`src/rtl/sram_arbiter_if.sv`:
```
// sram_arbiter_if: requester handshakes (ports F and H), status and SRAM pin bundle
// for sram_arbiter. slave = arbiter side, master = requester/pad side.
interface sram_arbiter_if #(
    parameter int unsigned ADDR_W = 18
);
    localparam int unsigned DATA_W = 16;

    // Fetch port (read-only)
    logic              f_req;
    logic [ADDR_W-1:0] f_addr;
    logic [DATA_W-1:0] f_rdata;
    logic              f_ack;

    // Host port (read/write)
    logic              h_req;
    logic              h_we;
    logic [ADDR_W-1:0] h_addr;
    logic [DATA_W-1:0] h_wdata;
    logic [DATA_W-1:0] h_rdata;
    logic              h_ack;

    // Status
    logic              busy;

    // SRAM pins (tristate lives in the top level)
    logic [ADDR_W-1:0] sram_addr;
    logic [DATA_W-1:0] sram_dout;
    logic              sram_doe;
    logic [DATA_W-1:0] sram_din;
    logic              sram_cen;
    logic              sram_oen;
    logic              sram_wen;

    modport slave (
        input  f_req, f_addr, h_req, h_we, h_addr, h_wdata, sram_din,
        output f_rdata, f_ack, h_rdata, h_ack, busy,
               sram_addr, sram_dout, sram_doe, sram_cen, sram_oen, sram_wen
    );

    modport master (
        output f_req, f_addr, h_req, h_we, h_addr, h_wdata, sram_din,
        input  f_rdata, f_ack, h_rdata, h_ack, busy,
               sram_addr, sram_dout, sram_doe, sram_cen, sram_oen, sram_wen
    );
endinterface

```
`src/rtl/sram_arbiter.sv`:
```
// sram_arbiter: shares one 16-bit asynchronous SRAM between the instruction-fetch
// port F (read-only) and the host port H (read/write). Each access runs
// IDLE -> SETUP -> ACCESS (WAIT_CYCLES) -> FINISH with every output registered.
// Optional feature macro: SRAM_RR_ARB_EN selects round-robin arbitration;
// when undefined, host always wins a tie and no pointer register exists.
module sram_arbiter #(
    parameter int unsigned WAIT_CYCLES = 2,
    parameter int unsigned ADDR_W      = 18
) (
    input  logic          clk,
    input  logic          rstn,
    sram_arbiter_if.slave bus
);
    localparam int unsigned CNT_W = 4;
    localparam logic [CNT_W-1:0] WAIT_LOAD = CNT_W'(WAIT_CYCLES - 1);

    typedef enum logic [1:0] {
        IDLE   = 2'd0,
        SETUP  = 2'd1,
        ACCESS = 2'd2,
        FINISH = 2'd3
    } state_t;

    state_t           state;
    logic [CNT_W-1:0] wait_cnt;
    logic             gnt_h;      // port owning the current access: 1 = H, 0 = F
    logic             acc_we;     // current access is a write

    logic             grant_any_c;
    logic             grant_h_c;

`ifdef SRAM_RR_ARB_EN
    logic             last_h;     // port granted most recently: 1 = H, 0 = F

    // Tie goes to the port that was not granted most recently.
    always_comb begin
        grant_any_c = bus.f_req | bus.h_req;
        grant_h_c   = bus.h_req & (~bus.f_req | ~last_h);
    end

    // Round-robin pointer moves only when a grant is issued.
    always_ff @(posedge clk) begin
        if (!rstn) begin
            last_h <= 1'b0;
        end else if ((state == IDLE) && grant_any_c) begin
            last_h <= grant_h_c;
        end
    end
`else
    // Fixed priority: host over fetch.
    always_comb begin
        grant_any_c = bus.f_req | bus.h_req;
        grant_h_c   = bus.h_req;
    end
`endif

    // Access sequencer: state, wait counter, strobes, data capture and acks.
    always_ff @(posedge clk) begin
        if (!rstn) begin
            state         <= IDLE;
            wait_cnt      <= '0;
            gnt_h         <= 1'b0;
            acc_we        <= 1'b0;
            bus.sram_cen  <= 1'b1;
            bus.sram_oen  <= 1'b1;
            bus.sram_wen  <= 1'b1;
            bus.sram_doe  <= 1'b0;
            bus.sram_addr <= '0;
            bus.sram_dout <= '0;
            bus.f_ack     <= 1'b0;
            bus.h_ack     <= 1'b0;
            bus.busy      <= 1'b0;
            bus.f_rdata   <= '0;
            bus.h_rdata   <= '0;
        end else begin
            bus.f_ack <= 1'b0;
            bus.h_ack <= 1'b0;
            case (state)
                IDLE: begin
                    if (grant_any_c) begin
                        state        <= SETUP;
                        bus.busy     <= 1'b1;
                        bus.sram_cen <= 1'b0;
                        gnt_h        <= grant_h_c;
                        if (grant_h_c) begin
                            acc_we        <= bus.h_we;
                            bus.sram_addr <= bus.h_addr;
                            bus.sram_doe  <= bus.h_we;
                            if (bus.h_we) begin
                                bus.sram_dout <= bus.h_wdata;
                            end
                        end else begin
                            acc_we        <= 1'b0;
                            bus.sram_addr <= bus.f_addr;
                            bus.sram_doe  <= 1'b0;
                        end
                    end
                end
                SETUP: begin
                    state        <= ACCESS;
                    wait_cnt     <= WAIT_LOAD;
                    bus.sram_oen <= acc_we;
                    bus.sram_wen <= ~acc_we;
                end
                ACCESS: begin
                    if (wait_cnt == '0) begin
                        state        <= FINISH;
                        bus.sram_oen <= 1'b1;
                        bus.sram_wen <= 1'b1;
                        if (gnt_h) begin
                            bus.h_ack <= 1'b1;
                            if (!acc_we) begin
                                bus.h_rdata <= bus.sram_din;
                            end
                        end else begin
                            bus.f_ack   <= 1'b1;
                            bus.f_rdata <= bus.sram_din;
                        end
                    end else begin
                        wait_cnt <= wait_cnt - CNT_W'(1);
                    end
                end
                FINISH: begin
                    // Address and doe held through this cycle for write hold time.
                    state        <= IDLE;
                    bus.busy     <= 1'b0;
                    bus.sram_cen <= 1'b1;
                    bus.sram_doe <= 1'b0;
                end
                default: begin
                    state <= IDLE;
                end
            endcase
        end
    end
endmodule

```
`src/flat_wrapper.sv`:
```
// flat-port wrapper written by rule: the top's interface ports become plain ports
module sram_arbiter_flat 
#(
    parameter int unsigned WAIT_CYCLES = 2,
    parameter int unsigned ADDR_W      = 18
)
  (clk, rstn, bus_f_req, bus_f_addr, bus_h_req, bus_h_we, bus_h_addr, bus_h_wdata, bus_sram_din, bus_f_rdata, bus_f_ack, bus_h_rdata, bus_h_ack, bus_busy, bus_sram_addr, bus_sram_dout, bus_sram_doe, bus_sram_cen, bus_sram_oen, bus_sram_wen);
  sram_arbiter_if #(.ADDR_W(ADDR_W)) bus_i ();
  input  logic clk;
  input  logic rstn;
  input wire logic [$bits(bus_i.f_req)-1:0] bus_f_req;
  input wire logic [$bits(bus_i.f_addr)-1:0] bus_f_addr;
  input wire logic [$bits(bus_i.h_req)-1:0] bus_h_req;
  input wire logic [$bits(bus_i.h_we)-1:0] bus_h_we;
  input wire logic [$bits(bus_i.h_addr)-1:0] bus_h_addr;
  input wire logic [$bits(bus_i.h_wdata)-1:0] bus_h_wdata;
  input wire logic [$bits(bus_i.sram_din)-1:0] bus_sram_din;
  output wire logic [$bits(bus_i.f_rdata)-1:0] bus_f_rdata;
  output wire logic [$bits(bus_i.f_ack)-1:0] bus_f_ack;
  output wire logic [$bits(bus_i.h_rdata)-1:0] bus_h_rdata;
  output wire logic [$bits(bus_i.h_ack)-1:0] bus_h_ack;
  output wire logic [$bits(bus_i.busy)-1:0] bus_busy;
  output wire logic [$bits(bus_i.sram_addr)-1:0] bus_sram_addr;
  output wire logic [$bits(bus_i.sram_dout)-1:0] bus_sram_dout;
  output wire logic [$bits(bus_i.sram_doe)-1:0] bus_sram_doe;
  output wire logic [$bits(bus_i.sram_cen)-1:0] bus_sram_cen;
  output wire logic [$bits(bus_i.sram_oen)-1:0] bus_sram_oen;
  output wire logic [$bits(bus_i.sram_wen)-1:0] bus_sram_wen;
  assign bus_i.f_req = bus_f_req;
  assign bus_i.f_addr = bus_f_addr;
  assign bus_i.h_req = bus_h_req;
  assign bus_i.h_we = bus_h_we;
  assign bus_i.h_addr = bus_h_addr;
  assign bus_i.h_wdata = bus_h_wdata;
  assign bus_i.sram_din = bus_sram_din;
  assign bus_f_rdata = bus_i.f_rdata;
  assign bus_f_ack = bus_i.f_ack;
  assign bus_h_rdata = bus_i.h_rdata;
  assign bus_h_ack = bus_i.h_ack;
  assign bus_busy = bus_i.busy;
  assign bus_sram_addr = bus_i.sram_addr;
  assign bus_sram_dout = bus_i.sram_dout;
  assign bus_sram_doe = bus_i.sram_doe;
  assign bus_sram_cen = bus_i.sram_cen;
  assign bus_sram_oen = bus_i.sram_oen;
  assign bus_sram_wen = bus_i.sram_wen;
  sram_arbiter #(.WAIT_CYCLES(WAIT_CYCLES), .ADDR_W(ADDR_W)) u_core (.clk(clk), .rstn(rstn), .bus(bus_i));
endmodule
```
`config.mk`:
```
export PLATFORM = sky130hd
export DESIGN_NAME = sram_arbiter_flat
export DESIGN_NICKNAME = d
export VERILOG_FILES = /design/src/rtl/sram_arbiter_if.sv /design/src/rtl/sram_arbiter.sv /design/src/flat_wrapper.sv
export SDC_FILE = /design/constraint.sdc
export NUM_CORES = 1
export LEC_CHECK = 0
export CORE_ASPECT_RATIO = 0.8
export CORE_MARGIN = 1
export CORE_UTILIZATION = 35
export DETAILED_ROUTE_END_ITERATION = 6
export GPL_TIMING_DRIVEN = 0
export PLACE_DENSITY_LB_ADDON = 0.25
export SYNTH_ARGS = -nofsm -noshare
export SYNTH_HDL_FRONTEND = slang
export SYNTH_SLANG_ARGS = --single-unit
```
`constraint.sdc`:
```
create_clock -name clk -period 2.05 [get_ports clk]
set_input_delay 0.41 -clock clk [delete_from_list [all_inputs] [get_ports clk]]
set_output_delay 0.41 -clock clk [all_outputs]
set_load 0.02 [all_outputs]
```
==> qor.txt, run 1 <==
I/O pins: 146
DRT iter0 DRCs: 87
Util after Layout: 0.568
Worst Path Buf+Inv: 4
Vias/cell: 4.75
Cell mode on critical path: buf_6
Power density cells: 1050 mW/mm^2
DRT Pass-1 Iters: 6
Mapped Cells: 355
Worst skew pair latency: 0.32 ns
#FFs+latches synth: 81
Gate power share: 0.363
TritonCTS clock tree: built
Seq pwr share: 0.368
Synth top area share: 0.483
Vias: 2,976
Total of max-cap violations: 0
ANT nets after route: 0
Initial antenna violation count: 0
Worst-path cell chain: inv_2 > ha_1 > buf_6 > nand4bb_1 > buf_6 > or3b_1 > buf_6 > mux2i_1
Maximum VDD drop: 488 uV
Maximum clock path buffer count: 2
Clock Tree Root: clkbuf_16
Vias in the first global route: 2,881
Setup Skew: 0.00451 ns
Crit-path max FO: 16
CP endpoint kind: flop
Hold buffers post-CTS: 0
Nets: 586
Yosys warning count: 0
Drt wl/cell: 13.7 um
Die width: 111 um
R2r endpoint: u_core.bus.h_rdata[0]
Fin area: 0.00522 sq mm
FMAX: 551 MHz
Hpwl dp: 6670 um
Die Ht: 89.6 um
Total gr overflow: 0
Delay-heaviest family, CP: buffers and inverters
Hold Crit Class: flop to flop
Diodes inserted: 0
Cell row count: 31
Leading cell type in the layout, fill and taps excluded: clkdlybuf4s50_1
Initial Util: 0.365
Worst Path Arrival: 2.02 ns
Clock period minus worst slack: 1.82 ns
Kind of critical path: flop to flop
First-pass GRT wire length: 13,700 um
DRT Wirelength: 8550 um
Leak pwr: 2.24 nW
Most frequent cells in the layout: 143 x clkdlybuf4s50_1, 104 x nand2_1, 79 x dfxtp_1
Startpoint types: flop
R2R cell count: 8
Int Pwr: 0.00370 W
Crit share post-route: 0.885
WP depth: 8
Final setup fails: 0
Status: finished with violations
Critical-path top delay cell: or3b_1
CP peak stage delay: 0.38 ns
Hold Path Sink: u_core.bus.sram_dout[7]
Synth top area cells: dfxtp_1 48%, mux2i_1 16%, nand2_1 12%, o211a_1 5.4%, a21boi_0 3.1%
Port Buffers: 143
Gpl congestion: 0.757
Htree depth: 3
Layout cell share with drive strength beyond 1: 0.0568
Final Hold Vio Count: 0
Mean Syn Cell Area: 9.46 sq um
DP Area: 0.00493 sq mm
Clock power share: 0.268
Total GRT Usage: 0.175
Violated checks: DRC
Layout area overhead: 55.4%
Flop-to-flop setup slack: 0.23 ns
Slew HR: 0.508
Overall power: 0.00550 W
RSZ-0062 raised after global routing: false
Clk sink count: 81
Synth area leader: dfxtp_1
Hold path cells: 2
Switching share of power: 0.327
Sequential area share after synthesis: 0.483
Pin count of the biggest net entering global routing: 14
Die area: 0.00999 sq mm
Max-slew violations: 0
Sw power: 0.00180 W
DRC viols: 8
Worst Tran Pin Value: 0.737 ns
R2R Path Start: u_core.state[0]
Clock slew seen by the registers of the worst setup and hold paths: 0.06 ns
Fin Setup TNS: 0 ns
Core area: 0.00919 sq mm
Cell variety after synth: 35
CTS Buf Count: 9
Cell area after synthesis: 0.00336 sq mm
CP required: 2.25 ns
WHS: 0.453 ns
Min-delay src: u_core.bus.sram_dout[7]
Synthesized Nets: 435
==> stage by stage <==
step	cells	worst slack (ns)
finish	626	0.235
detailed placement	613	-0.101
global route	626	0.0831
CTS	629	0.00896
global placement	613	-0.0876
floorplan	355	0.243
==> tightest hold or removal path, cell delays in order, from the launching register on <==
cell and delay (ns):
dfxtp_1 0.31, nand2_1 0.05, a21boi_1 0.05
==> layout make-up <==
cell class	count	area, sq um
multi-input cells	242	1590
flip-flops and latches	81	1620
inverters	6	22.5
repair buffers	143	1430
well taps	115	144
clock inverters	5	30.0
clock buffers	11	253
fillers	851	3980
plain buffers	23	119
==> repair_timing <==
item | in CTS | in global routing
setup buffers | 0 | 0
setup endpoints to repair | 9 | 34
resized for setup | 1 | 9
==> sequential cells by signal, indices dropped and copies added, names as in the netlist <==
signal / flops
u_core.bus.sram_dout: 16
u_core.bus.sram_addr: 18
u_core.bus.sram_doe: 1
u_core.state: 2
u_core.gnt_h: 1
u_core.bus.h_ack: 1
u_core.acc_we: 1
u_core.bus.sram_cen: 1
u_core.wait_cnt: 4
u_core.bus.f_ack: 1
u_core.bus.f_rdata: 16
u_core.bus.sram_oen: 1
u_core.bus.sram_wen: 1
u_core.bus.busy: 1
u_core.bus.h_rdata: 16
==> power by group through the flow <==
| stage | Combinational, W | Sequential, W | Clock (W) |
|---|---|---|---|
| final | 0.00200 | 0.00203 | 0.00148 |
| after CTS | 0.00201 | 0.00202 | 0.00153 |
| after detailed placement | 0.00199 | 0.00206 | 0 |
| after floorplan | 0.000847 | 0.00234 | 0 |
| after global placement | 0.00196 | 0.00204 | 0 |
| after global routing | 0.00217 | 0.00207 | 0.00160 |
==> cell families after synthesis <==
| family | synth area share |
|---|---|
| compound gates | 0.122 |
| simple gates | 0.167 |
| buf+inv | 0.0436 |
| fa+ha+maj | 0.0261 |
| mux | 0.158 |
| flops | 0.483 |
==> synth_stat cells, drive strengths merged <==
cell and count:
nand2 104, dfxtp 81, mux2i 53, o211a 18, a21boi 17, clkbuf 16
buf 10, ha 7, inv 6, nand3 6, nor2 5, o21ai 4
nand3b 3, nor2b 3, o21a 3, a21oi 2, nor3 2, nor3b 2
or3b 2, a211oi 1, a21o 1, a22oi 1, and2 1, and3 1
nand2b 1, nand4 1, nand4bb 1, o211ai 1, o311a 1, o31a 1
==> metal layers <==
layer,wire length (um),global-route usage,part of all wire,vias up
met5,0,0,0,-
met4,35,0.0528,0.0041,0
met3,545,0.0550,0.064,2
met2,4240,0.313,0.50,83
met1,3730,0.206,0.44,1392
li1,-,-,-,1499
==> how the worst max path moves through the flow <==
stage / startpoint / end / slack, ns
after global routing: u_core.state[0] / u_core.bus.f_rdata[11] / 0.08
final: u_core.state[0] / u_core.bus.h_rdata[0] / 0.23
after global placement: bus_f_req / u_core.bus.sram_addr[11] / -0.09
after floorplan: u_core.state[0] / u_core.bus.h_rdata[0] / 0.24
after CTS: u_core.state[1] / u_core.bus.sram_addr[10] / 0.009
after detailed placement: bus_f_req / u_core.bus.sram_addr[10] / -0.10
No activity file was read; power rests on OpenSTA's default activity.
==> run 2: changes to the inputs <==
==> constraint.sdc (replaced) <==
create_clock -name clk -period 1.5 [get_ports clk]
set_input_delay 0.3 -clock clk [delete_from_list [all_inputs] [get_ports clk]]
set_output_delay 0.3 -clock clk [all_outputs]
set_load 0.02 [all_outputs]
==> run 2 against run 1 <==
The flow finishes with violations (DRC, setup timing). Non-clock buffer count grew 24. Core utilization grew 3.7 points. Flip-flop and latch count is the same. First-iteration DRC count grew 24%. Via count grew 3.7%. Final cell count grew 3.8%. Die area is the same. Register-to-register slack lost 0.26 ns. Cell area grew 6.6%. Sequential power grew 36%. Power grew 55%. Count of clock-buffer cells in the layout grew 1. Largest cell class is now buffers. Largest power group is now combinational cells. Highest routed layer unchanged.
==> qor.txt, run 2 (synthesized netlist as in run 1, its figures left out) <==
Total of max-cap violations: 0 (unchanged)
Max-slew violations: 0 (unchanged)
Final setup fails: 16 (was 0)
Flop-to-flop setup slack: -0.03 ns (was 0.23 ns)
Hpwl dp: 6410 um (was 6670 um)
Port Buffers: 143 (unchanged)
Critical-path top delay cell: or3b_4 (was or3b_1)
Hold Path Sink: u_core.bus.sram_cen (was u_core.bus.sram_dout[7])
Vias/cell: 4.75 (about the same)
CP endpoint kind: flop (unchanged)
Worst Path Buf+Inv: 2 (was 4)
Hold Crit Class: flop to flop (unchanged)
Gate power share: 0.388 (was 0.363)
Crit share post-route: 1.02 (was 0.885)
Power density cells: 1530 mW/mm^2 (was 1050 mW/mm^2)
Max reg flops: 18 (unchanged)
Total GRT Usage: 0.175 (about the same)
I/O pins: 146 (unchanged)
Clock power share: 0.287 (was 0.268)
Kind of critical path: flop to flop (unchanged)
Crit path from: u_core.state[0] (unchanged)
Min-delay src: u_core.bus.sram_cen (was u_core.bus.sram_dout[7])
R2R cell count: 6 (was 8)
TritonCTS clock tree: built (unchanged)
Delay-heaviest family, CP: simple AND/OR/NAND/NOR gates (was buffers and inverters)
Pin count of the biggest net entering global routing: 14 (unchanged)
Maximum VDD drop: 851 uV (was 488 uV)
Initial antenna violation count: 0 (unchanged)
Fin area: 0.00556 sq mm (was 0.00522 sq mm)
DRT iter0 DRCs: 108 (was 87)
R2R Path Start: u_core.state[0] (unchanged)
Finished Layout Cells: 650 (was 626)
Overall power: 0.00851 W (was 0.00550 W)
Layout area overhead: 65.7% (was 55.4%)
Initial Util: 0.365 (unchanged)
RSZ-0062 raised after global routing: true (was false)
Vias in the first global route: 2,986 (was 2,881)
Setup Skew: 0.00588 ns (was 0.00451 ns)
Clock Tree Root: clkbuf_16 (unchanged)
Worst Tran Pin Value: 0.566 ns (was 0.737 ns)
DP Area: 0.00496 sq mm (was 0.00493 sq mm)
DRC viols: 8 (unchanged)
CP required: 1.71 ns (was 2.25 ns)
Maximum clock path buffer count: 2 (unchanged)
DRT Wirelength: 9160 um (was 8550 um)
Cell row count: 31 (unchanged)
Hold path cells: 1 (was 2)
CTS Buf Count: 9 (unchanged)
Worst-path cell chain: inv_2 > ha_4 > nand4bb_1 > or3b_4 > buf_12 > mux2i_1 (was inv_2 > ha_1 > buf_6 > nand4bb_1 > buf_6 > or3b_1 > buf_6 > mux2i_1)
Die area: 0.00999 sq mm (unchanged)
Total gr overflow: 0 (unchanged)
Core area: 0.00919 sq mm (unchanged)
Most frequent cells in the layout: 104 x nand2_1, 77 x dfxtp_1, 73 x dlygate4sd2_1 (was 143 x clkdlybuf4s50_1, 104 x nand2_1, 79 x dfxtp_1)
Gpl congestion: 0.779 (was 0.757)
Clk sink count: 81 (unchanged)
Clock period minus worst slack: 1.53 ns (was 1.82 ns)
Drt wl/cell: 14.1 um (was 13.7 um)
ANT nets after route: 0 (unchanged)
Die Ht: 89.6 um (unchanged)
Diodes inserted: 0 (unchanged)
Status: finished with violations (unchanged)
CP peak stage delay: 0.44 ns (was 0.38 ns)
Slew HR: 0.623 (was 0.508)
Violated checks: DRC, setup timing (was DRC)
Biggest register: u_core.bus.sram_addr (unchanged)
Seq pwr share: 0.326 (was 0.368)
First-pass GRT wire length: 13,800 um (was 13,700 um)
Htree depth: 3 (unchanged)
Hold buffers post-CTS: 0 (unchanged)
Vias: 3,085 (was 2,976)
Leading cell type in the layout, fill and taps excluded: nand2_1 (was clkdlybuf4s50_1)
Clock slew seen by the registers of the worst setup and hold paths: 0.06 ns (about the same)
Int Pwr: 0.00582 W (was 0.00370 W)
Layout cell share with drive strength beyond 1: 0.133 (was 0.0568)
Leak pwr: 2.75 nW (was 2.24 nW)
FMAX: 655 MHz (was 551 MHz)
Startpoint types: flop (unchanged)
Cell count after placement: 613 (unchanged)
Nets: 610 (was 586)
Die width: 111 um (unchanged)
Final Hold Vio Count: 0 (unchanged)
Worst Path Arrival: 1.74 ns (was 2.02 ns)
Worst skew pair latency: 0.33 ns (was 0.32 ns)
Final worst setup slack: -0.0264 ns (was 0.235 ns)
Crit-path max FO: 10 (was 16)
Sw power: 0.00270 W (was 0.00180 W)
DRT Pass-1 Iters: 6 (unchanged)
Switching share of power: 0.317 (was 0.327)
R2r endpoint: u_core.bus.h_rdata[13] (was u_core.bus.h_rdata[0])
==> run 2: how the worst max path moves through the flow <==
stage / cells past startpoint / end / slack (ns)
floorplan: 9 / u_core.bus.h_rdata[0] / -0.22
global placement: 8 / u_core.bus.f_rdata[11] / -0.44
detailed placement: 8 / u_core.bus.f_rdata[6] / -0.48
CTS: 8 / u_core.bus.h_rdata[14] / -0.20
global route: 7 / u_core.bus.f_rdata[5] / -0.11
finish: 6 / u_core.bus.h_rdata[13] / -0.03
==> run 2: final cells by class <==
cell class / count / area, sq um
well taps: 115 / 144
clock inverters: 4 / 73.8
clock buffers: 12 / 267
repair buffers: 167 / 1580
multi-input cells: 242 / 1670
plain buffers: 23 / 179
flip-flops and latches: 81 / 1630
fillers: 817 / 3630
inverters: 6 / 22.5
==> run 2: power by group through the flow <==
stage / clock network [W] / logic (W) / registers, W
2_1_floorplan: 0 / 0.00120 / 0.00321
3_3_place_gp: 0 / 0.00271 / 0.00281
3_5_place_dp: 0 / 0.00275 / 0.00283
4_1_cts: 0.00248 / 0.00279 / 0.00277
5_1_grt: 0.00256 / 0.00357 / 0.00282
6_report: 0.00244 / 0.00330 / 0.00277
==> run 2: what timing repair did <==
item / 4_1_cts / 5_1_grt
pin swaps: 2 / 5
buffers inserted: 11 / 11
resized for setup: 97 / 30
cloned: 0 / 4
endpoints found under the setup margin: 140 / 67
==> run 2: per-stage QoR <==
step           worst slack [ns]  setup TNS [ns]   util  hold slack, ns
2_1_floorplan            -0.219           -4.38      -           0.435
3_3_place_gp             -0.440          -16.51  0.540           0.437
3_5_place_dp             -0.479          -18.05  0.540           0.443
4_1_cts                  -0.199           -2.94  0.583           0.447
5_1_grt                  -0.107           -2.41  0.605           0.469
6_report                -0.0264          -0.208  0.605           0.443
==> run 2: layer usage <==
metal	track usage	up-vias	routed length, um
met3	0.0530	8	538
met4	0.0565	0	104
met5	0	-	0
met1	0.202	1450	4110
li1	-	1544	-
met2	0.315	83	4400
==> run 3: changes to the inputs <==
--- a/config.mk
+++ b/config.mk
@@ -9,8 +9,10 @@
 export CORE_MARGIN = 1
 export CORE_UTILIZATION = 35
 export DETAILED_ROUTE_END_ITERATION = 6
+export DONT_BUFFER_PORTS = 1
 export GPL_TIMING_DRIVEN = 0
 export PLACE_DENSITY_LB_ADDON = 0.25
+export SETUP_SLACK_MARGIN = 0.3
 export SYNTH_ARGS = -nofsm -noshare
 export SYNTH_HDL_FRONTEND = slang
 export SYNTH_SLANG_ARGS = --single-unit
==> run 3 against run 2 <==
The flow still finishes with violations (DRC, setup timing). First-iteration DRC count fell by 1.9%. Clock power shrank 4%. Clock skew is 0.00079 ns higher. Die area stayed put. Cell area shrank 16%. Routed wire length is 9.0% lower. Register-to-register slack worse by 0.22 ns. Critical path depth up 3. Final cell count fell by 20%. Highest routed layer unchanged.
==> qor.txt, run 3 (synthesized netlist as in run 1, its figures left out) <==
CP required: 1.71 ns (about the same)
Pin count of the biggest net entering global routing: 15 (was 14)
Slew HR: 0.638 (was 0.623)
Filler cells: 851 (was 817)
Vias in the first global route: 2,532 (was 2,986)
Cell row count: 31 (unchanged)
Status: finished with violations (unchanged)
First-pass GRT wire length: 12,700 um (was 13,800 um)
Startpoint types: flop (unchanged)
Crit share post-route: 1.17 (was 1.02)
Final worst setup slack: -0.251 ns (was -0.0264 ns)
Vias/cell: 5.03 (was 4.75)
CP endpoint kind: flop (unchanged)
Hold Crit Class: primary input to flop (was flop to flop)
Worst Path Arrival: 1.96 ns (was 1.74 ns)
DRT iter0 DRCs: 106 (was 108)
Most frequent cells in the layout: 81 x nand2_1, 78 x dfxtp_1, 53 x mux2i_1 (was 104 x nand2_1, 77 x dfxtp_1, 73 x dlygate4sd2_1)
Initial antenna violation count: 0 (unchanged)
Post-placement setup slack: -0.533 ns (was -0.479 ns)
Max reg flops: 18 (unchanged)
DRT Wirelength: 8340 um (was 9160 um)
Worst Tran Pin Value: 0.543 ns (was 0.566 ns)
Hold buffers post-CTS: 0 (unchanged)
Die width: 111 um (unchanged)
Fin Setup TNS: -11.24 ns (was -0.208 ns)
Leading cell type in the layout, fill and taps excluded: nand2_1 (unchanged)
Total GRT Usage: 0.166 (was 0.175)
R2r endpoint: u_core.bus.h_rdata[11] (was u_core.bus.h_rdata[13])
Worst skew pair latency: 0.33 ns (about the same)
Power density cells: 1830 mW/mm^2 (was 1530 mW/mm^2)
R2R cell count: 9 (was 6)
Biggest register: u_core.bus.sram_addr (unchanged)
Diodes inserted: 0 (unchanged)
Clock Tree Root: clkbuf_16 (unchanged)
Gpl congestion: 0.731 (was 0.779)
Clk sink count: 81 (unchanged)
Fin area: 0.00465 sq mm (was 0.00556 sq mm)
Vias: 2,621 (was 3,085)
Die area: 0.00999 sq mm (unchanged)
Maximum VDD drop: 949 uV (was 851 uV)
CTS Buf Count: 9 (unchanged)
Max-slew violations: 0 (unchanged)
Area of the multi-input gates: 0.00185 sq mm (was 0.00167 sq mm)
Clock slew seen by the registers of the worst setup and hold paths: 0.06 ns (about the same)
Clock period minus worst slack: 1.75 ns (was 1.53 ns)
R2R Path Start: u_core.state[0] (unchanged)
Die Ht: 89.6 um (unchanged)
Core area: 0.00919 sq mm (unchanged)
Maximum clock path buffer count: 2 (unchanged)
DRT Pass-1 Iters: 7 (was 6)
Crit-path max FO: 5 (was 10)
Htree depth: 3 (unchanged)
Hold Path Sink: u_core.bus.sram_dout[10] (was u_core.bus.sram_cen)
Initial Util: 0.365 (unchanged)
Flop-to-flop setup slack: -0.25 ns (was -0.03 ns)
Hold path cells: 2 (was 1)
Overall power: 0.00849 W (was 0.00851 W)
Setup Skew: 0.00667 ns (was 0.00588 ns)
TritonCTS clock tree: built (unchanged)
DP Area: 0.00355 sq mm (was 0.00496 sq mm)
DRC viols: 8 (unchanged)
Finished Layout Cells: 521 (was 650)
Seq. cell area: 0.00163 sq mm (about the same)
ANT nets after route: 0 (unchanged)
RSZ-0062 raised after global routing: true (unchanged)
Hpwl dp: 5600 um (was 6410 um)
FMAX: 571 MHz (was 655 MHz)
Nets: 481 (was 610)
I/O pins: 146 (unchanged)
Layout cell share with drive strength beyond 1: 0.303 (was 0.133)
Min-delay src: bus_h_wdata[10] (was u_core.bus.sram_cen)
Total of max-cap violations: 0 (unchanged)
Port Buffers: 0 (was 143)
Total gr overflow: 0 (unchanged)
Layout area overhead: 38.4% (was 65.7%)
Kind of critical path: flop to flop (unchanged)
Final Hold Vio Count: 0 (unchanged)
Final setup fails: 73 (was 16)
Violated checks: DRC, setup timing (unchanged)
Leak pwr: 2.10 nW (was 2.75 nW)
Drt wl/cell: 16.0 um (was 14.1 um)
Cell count after placement: 470 (was 613)
[run 3: final cells by class]
cell class,instances,share of cell area
Multi-Input combinational cell,242,0.397
Sequential cell,81,0.350
Timing Repair Buffer,35,0.0972
Buffer,26,0.0498
Clock buffer,10,0.0493
Tap cell,115,0.0310
Clock inverter,6,0.0197
Inverter,6,0.00539
[run 3: critical path: stages (launching register included)]
cell       delay, ns
dfxtp_2         0.34
inv_4           0.07
ha_4            0.12
buf_6           0.09
nand4bb_1       0.09
buf_4           0.15
or3b_4          0.37
buf_8           0.15
buf_12          0.14
mux2i_1         0.12
[run 3: metal layers]
metal	part of all wire	track usage	wire length, um
met4	0.017	0.0651	140
met5	0	0	0
met1	0.42	0.188	3500
met3	0.068	0.0611	568
met2	0.49	0.290	4130
[run 3: worst max path at each step]
| stage | to | cells after the start | slack (ns) | from |
|---|---|---|---|---|
| finish | u_core.bus.h_rdata[11] | 9 | -0.25 | u_core.state[0] |
| global route | u_core.bus.h_rdata[0] | 9 | -0.31 | u_core.state[0] |
| CTS | u_core.bus.h_rdata[13] | 9 | -0.24 | u_core.state[0] |
| detailed placement | u_core.bus.f_rdata[13] | 8 | -0.53 | u_core.state[0] |
| global placement | u_core.bus.f_rdata[14] | 8 | -0.49 | u_core.state[0] |
| floorplan | u_core.bus.h_rdata[0] | 9 | -0.22 | u_core.state[0] |
[run 3: what timing repair did]
action | CTS | global route
endpoints found under the setup margin | 79 | 81
gates resized for setup | 89 | 45
setup buffers | 24 | 4
pin swaps | 28 | 26
endpoints found under the hold margin | 0 | 0
cloned | 6 | 1
[run 3: through the flow]
stage | hold WS [ns] | utilization
global route | 0.0794 | 0.505
CTS | 0.0780 | 0.483
finish | 0.0913 | 0.505
global placement | 0.438 | 0.386
floorplan | 0.435 | -
detailed placement | 0.448 | 0.386
[run 3: power breakdown]
part	switching [W]	internal (W)	leakage [nW]
clock network	0.000888	0.00146	0.145
registers	0.000709	0.00256	0.663
logic	0.00123	0.00164	1.29
